## src/rtl/bip_control.sv

```systemverilog
// bip_control: fetch/decode/execute sequencer for the BIP accumulator processor
module bip_control #(
  parameter int NB_BITS   = 16,
  parameter int NB_ADDR   = 11,
  parameter int NB_OPCODE = 5,
  parameter int NB_CYC    = 32
) (
  input  logic               i_clk,
  input  logic               i_rst,
  input  logic               i_start,
  input  logic [NB_BITS-1:0] i_instr,
  output logic [NB_ADDR-1:0] o_pc,
  output logic [NB_ADDR-1:0] o_operand,
  output logic [NB_ADDR-1:0] o_data_addr,
  output logic               o_rd_ram,
  output logic               o_wr_ram,
  output logic [1:0]         o_sel_a,
  output logic               o_sel_b,
  output logic               o_op_code,
  output logic               o_wr_acc,
  output logic               o_halt,
  output logic [NB_CYC-1:0]  o_cycles
);
  typedef enum logic [2:0] {IDLE, FETCH, DECODE, EXEC, HALT} state_t;
  localparam logic [NB_OPCODE-1:0] OP_HLT = 5'b00000;
  localparam logic [NB_OPCODE-1:0] OP_STO = 5'b00001;
  localparam logic [NB_OPCODE-1:0] OP_LD  = 5'b00010;
  localparam logic [NB_OPCODE-1:0] OP_LDI = 5'b00011;
  localparam logic [NB_OPCODE-1:0] OP_ADD = 5'b00100;
  localparam logic [NB_OPCODE-1:0] OP_SUB = 5'b00110;
  state_t               state_q, state_d;
  logic [NB_ADDR-1:0]   pc_q, pc_d;
  logic [NB_BITS-1:0]   ir_q, ir_d;
  logic [NB_CYC-1:0]    cycles_q, cycles_d;
  logic [NB_OPCODE-1:0] ir_op, in_op;
  logic                 dec, exe, alu, active;
  assign ir_op  = ir_q[NB_BITS-1:NB_ADDR];
  assign in_op  = i_instr[NB_BITS-1:NB_ADDR];
  assign dec    = state_q == DECODE;
  assign exe    = state_q == EXEC;
  assign active = state_q == FETCH || dec || exe;
  assign alu    = exe && ir_op[NB_OPCODE-1:2] == 3'b001;
  // State, PC, IR and cycle counter registers
  always_ff @(posedge i_clk) begin
    if (i_rst) begin
      state_q  <= IDLE;
      pc_q     <= '0;
      ir_q     <= '0;
      cycles_q <= '0;
    end else begin
      state_q  <= state_d;
      pc_q     <= pc_d;
      ir_q     <= ir_d;
      cycles_q <= cycles_d;
    end
  end
  // Next-state sequencing: PC only moves when a non-halt instruction retires
  always_comb begin
    state_d  = state_q == IDLE   ? (i_start ? FETCH : IDLE) :
               state_q == FETCH  ? DECODE :
               dec               ? EXEC :
               exe               ? (ir_op == OP_HLT ? HALT : FETCH) : state_q;
    pc_d     = (exe && ir_op != OP_HLT) ? pc_q + NB_ADDR'(1) : pc_q;
    ir_d     = dec ? i_instr : ir_q;
    cycles_d = (active && ~&cycles_q) ? cycles_q + NB_CYC'(1) : cycles_q;
  end
  // Datapath controls decoded from state, IR and (in DECODE) the incoming word
  always_comb begin
    o_pc        = pc_q;
    o_operand   = ir_q[NB_ADDR-1:0];
    o_data_addr = dec ? i_instr[NB_ADDR-1:0] : exe ? ir_q[NB_ADDR-1:0] : '0;
    o_rd_ram    = dec && (in_op == OP_LD || in_op == OP_ADD || in_op == OP_SUB);
    o_wr_ram    = exe && ir_op == OP_STO;
    o_wr_acc    = alu || (exe && (ir_op == OP_LD || ir_op == OP_LDI));
    o_sel_a     = alu ? 2'b10 : (exe && ir_op == OP_LDI) ? 2'b01 : 2'b00;
    o_sel_b     = alu && ir_op[0];
    o_op_code   = alu && !ir_op[1];
    o_halt      = state_q == HALT;
    o_cycles    = cycles_q;
  end
endmodule

```

## config.mk

```make
export PLATFORM = sky130hd
export DESIGN_NAME = bip_control
export DESIGN_NICKNAME = d
export VERILOG_FILES = /design/src/rtl/bip_control.sv
export SDC_FILE = /design/constraint.sdc
export NUM_CORES = 1
export LEC_CHECK = 0
export CORE_MARGIN = 2
export CORE_UTILIZATION = 51
export CTS_BUF_LIST = sky130_fd_sc_hd__clkbuf_16
export DETAILED_ROUTE_END_ITERATION = 10
export PLACE_DENSITY = 0.86
export RECOVER_POWER = 25
export SLEW_MARGIN = 20
export SYNTH_ARGS = -nofsm -noshare
export SYNTH_HDL_FRONTEND = slang
export SYNTH_SLANG_ARGS = --single-unit
```

## constraint.sdc

```tcl
create_clock -name i_clk -period 3.85 [get_ports i_clk]
set_input_delay 1.155 -clock i_clk [delete_from_list [all_inputs] [get_ports i_clk]]
set_output_delay 1.155 -clock i_clk [all_outputs]
set_load 0.01 [all_outputs]
```

== Yosys cells after proc, flatten, opt, wreduce, memory -nomap -nowiden ==
Index checks and enable logic that the tools add are counted.

* $add $sub $neg: 2
* Eq/ne operators: 11
* Multiplexer cells: 10
* Reductions and logical operators: 22

{| class="wikitable"
|+ Operator list
! operator !! number
|-
| 32-bit by 1-bit adder with 32-bit output (second input constant) || 1
|-
| 32-bit AND reduction || 1
|-
| 11-bit 2-to-1 mux || 2
|-
| 5-bit by 2-bit equality test with 1-bit output (second input constant) || 3
|-
| 3-bit 2-to-1 mux || 5
|-
| 11-bit by 1-bit adder with 11-bit output (second input constant) || 1
|-
| 5-bit by 3-bit equality test with 1-bit output (second input constant) || 2
|-
| 1-bit logical AND || 9
|-
| 3-bit by 1-bit equality test with 1-bit output (second input constant) || 2
|-
| 3-bit by 2-bit equality test with 1-bit output (second input constant) || 2
|-
| 1-bit logical OR || 6
|-
| 5-bit by 1-bit equality test with 1-bit output (second input constant) || 1
|-
| 5-bit logical NOT || 1
|-
| 5-bit nonzero test || 1
|-
| 4-bit nonzero test || 1
|-
| 3-bit equality test (second input constant) || 1
|-
| 3-bit logical NOT || 1
|-
| 1-bit logical NOT || 2
|-
| 1-bit 2-to-1 mux || 2
|-
| 2-bit 2-to-1 mux || 1
|}

* Bits in registers: 62
* Output and inout bits: 73
* Logic and storage cells: 49

== Longest topological paths before layout ==
* Depth after elaboration: 6
* Gate-level depth with buffers: 8
* Mapped depth without buffers: 6

== Worst setup path before layout ==
OpenSTA, ideal clock, no wires.

* Kind: in2out
* From: input port i_instr[15]
* To: output port o_rd_ram
* Arrival time: 1.561 ns
* Slack: 1.134 ns
* Stages: 3
* Cell sequence: nor3_1 o21ai_0 nor2_1

* Cells in the longest elaborated chain, start to end: 4
* Elaborated cells between the ends (all ways): 6
* Classes of those cells: 3 x eq/ne; 3 x reduce/logical

{| class="wikitable"
|+ Ends and longest elaborated chain
! item !! RTL line !! source
|-
| from (decl) || 11 || <nowiki>input logic [NB_BITS-1:0] i_instr,</nowiki>
|-
| 5-bit by 2-bit equality test with 1-bit output / 5-bit by 3-bit equality test with 1-bit output (equally long branches) || 72 || <nowiki>o_rd_ram = dec && (in_op == OP_LD || in_op == OP_ADD || in_op == OP_SUB);</nowiki>
|-
| 1-bit logical OR || 72 ||
|-
| 1-bit logical OR (*) || 72 ||
|-
| 1-bit logical AND (*) || 72 ||
|-
| to (decl) || 15 || <nowiki>output logic o_rd_ram,</nowiki>
|}

Every way passes the cells marked *; elsewhere a longest branch is shown, timed or not.

== Worst setup path after layout ==
Ends and elaborated chain as after synthesis.

==> impl_metrics.ini <==
[timing]
setup_viol = 0
slew_headroom_pct = -52.06
hold_slack_ns = 0.4669
period_share_pct = 95.63
final_hold_viol_count = 0
setup_tns_ns = 0
slew_violations = 55
setup_slack_ns = 0.1683
max_freq_mhz = 271.6
rsz0062_at_grt = false
worst_pin_slew_ns = 2.281
timing.final.crit_period_ns = 3.682
skew_ns = 0.006985

[clock_tree]
cts-root-buf = clkbuf_16
cts-buffers-inserted = 9
clk_path_buf_depth = 2
postCtsSetupBuffers = 0
cts_tree = built
clk_pin_slew_ns = 0.05
cts.sinks = 62
htreeDepth = 3
holdBufCountCts = 0
clkLatencyLatePin_ns = 0.32
cts_resized = 0

[routing]
ant_nets = 0
wl_per_cell_um = 13.94
vias = 3089
firstDrtPassIters = 5
remaining_drc_errors = 0
drt_wl_total_um = 7595
vias_per_cell = 5.668
initialDrtViolationCount = 200

[place]
port_buffers = 91
gp_congestion = 0.7648
numPlacedInstances = 529
dp_slack_ns = 0.2061
placed_cell_area_sq_um = 3928
place_hpwl_um = 5281

[critical_path]
slowest_delay_ns = 0.56
end_kind = output pin
cpMaxStageDelayCell = clkdlybuf4s50_1
r2r_start = o_cycles[2]
critPathKind = input port to output pin
start_kind = input port
crit_required_ns = 2.69
worstPathArrival_ns = 2.53
path_max_fanout = 2
rrSetupSlack_ns = 1.27
worstPathBufferInverterCount = 2
crit_path_start = i_instr[15]
path_delay_family = buffers and inverters
path_common_cell = clkdlybuf4s50_1
crit_path_cell_trace = clkdlybuf4s50_1 > nor3_1 > o21ai_0 > nor2_1 > clkdlybuf4s50_1

[logic_synthesis]
synthSimpleGateAreaFrac_pct = 32.48
synth_top_family_by_area = simple AND/OR/NAND/NOR gates
syn_nets = 410
synth_xor_area_share_pct = 2.587
yosys.area_share.adder_pct = 0.8214
syn_avg_cell_area_sq_um = 7.832
ys_seq_area_share_pct = 40.74
ys.warnings.count = 0
ys_types = 38
postSynthCellCount = 389
netlist_area_sq_um = 3047
synthMuxAreaShare_pct = 2.136
synth_compound_area_share_pct = 14.91
ys_ff_latch = 62

[hold_path]
min_path_type = register to register
min_from = ir_q[9]

[layout]
layout_commonest_cell = clkdlybuf4s50_1
area_growth_pct = 38.81
fin_nets = 486
final_cells = 545
drive_gt1_share_pct = 5.106
final_area_sq_um = 4229
diodes = 0
final_cell_mix = 90 x clkdlybuf4s50_1, 78 x nand2_1, 62 x dfxtp_1

[run]
drv_cap = 1

[floorplan]
pin_count = 92
rows = 28
die_h_um = 81.29
fp.dieArea_sq_um = 6608
die_width_um = 81.29
start_util_pct = 52.07
core_area_sq_um = 5851

[global_route]
track_usage_pct = 23.61
antenna_found_initial = 0
grt_pass1_wl_um = 12390
overflow = 0
grt_pass1_vias = 2768
grt_start_max_net_pins = 55

[pwr]
peakVddDrop_v = 0.0003610
power_per_cell_area_nw_per_um2 = 429.0
p_leak_nw = 1.449

[outcome]
violations = max-capacitance violations, max-slew violations
outcome = finished with violations
state kept, by name, indices dropped and copies added, names as in the netlist:
register,cells
ir_q,16
o_cycles,32
o_pc,11
state_q,3
worst min-delay path, stage by stage (launching register included):
cell	delay, ns
dfxtp_1	0.31
nand2_1	0.05
a21oi_1	0.05
per-layer routing:
layer	global-route usage, %	routed length [um]	part of all wire (%)	vias up
li1	-	-	-	1539
met3	4.778	401	5.3	11
met2	40.25	3866	51	93
met1	28.51	3180	42	1446
met5	0	0	0	-
met4	10.68	146	1.9	0
Yosys cell counts, drive strengths merged:
| library cell | number | share of area [%] |
|---|---|---|
| nand2 | 78 | 9.6 |
| dfxtp | 62 | 41 |
| a21oi | 45 | 7.4 |
| nor2 | 25 | 3.1 |
| buf | 19 | 4.2 |
| o21ai | 19 | 3.1 |
| nand3 | 17 | 3.2 |
| or3 | 16 | 3.4 |
| or4 | 14 | 3.4 |
| clkbuf | 13 | 1.6 |
| nand4 | 9 | 1.8 |
| o31ai | 9 | 2.2 |
| nor2b | 8 | 1.6 |
| xor2 | 6 | 1.7 |
| and3 | 4 | 0.82 |
| inv | 4 | 0.49 |
| mux2 | 4 | 1.5 |
| nor3 | 4 | 0.66 |
| nor4 | 4 | 0.82 |
| o41ai | 4 | 1.1 |
| or4b | 4 | 1.3 |
| and4 | 3 | 0.86 |
| nor3b | 3 | 0.74 |
| xnor2 | 3 | 0.86 |
| and2 | 2 | 0.41 |
| ha | 2 | 0.82 |
| mux2i | 2 | 0.66 |
| o21a | 2 | 0.49 |
| and3b | 1 | 0.29 |
| o2111ai | 1 | 0.29 |
| o21bai | 1 | 0.25 |
| or3b | 1 | 0.29 |
metrics by stage:
step           power [mW]  util (%)
4_1_cts             1.826     72.37
6_report            1.814     72.28
3_5_place_dp        1.002     67.13
2_1_floorplan      0.8839         -
3_3_place_gp       0.9923     67.13
5_1_grt             1.887     72.28
cell families (layout without fill, tap and decap cells):
logic type               after synthesis  count (layout)
AND/OR/NAND/NOR                      193             193
flip-flops                            62              62
buffers and inverters                 36             117
AO/OA/AOI/OAI                         81              81
adder cells (fa/ha/maj)                2               2
multiplexers                           6               6
XOR/XNOR                               9               9
where the power goes:
group          internal, mW  switching, mW  total [mW]
clock                 0.556          0.264       0.820
combinational         0.131          0.152       0.283
sequential            0.673         0.0380       0.711
area by class of cell:
cell class | instances | area [sq um]
Multi-Input combinational cell | 291 | 1627
Fill cell | 448 | 1622
Sequential cell | 62 | 1241
Timing Repair Buffer | 97 | 945.9
Clock buffer | 9 | 225.2
Tap cell | 75 | 93.84
Clock inverter | 7 | 81.33
Inverter | 4 | 15.01
path summary, 6_finish.rpt:
path	endpoint	cells past startpoint
max	o_rd_ram	5
min	ir_q[9]	2
max reg2reg	o_cycles[25]	5
min reg2reg	ir_q[9]	2
Note: power is estimated with default switching activity, not from simulation.
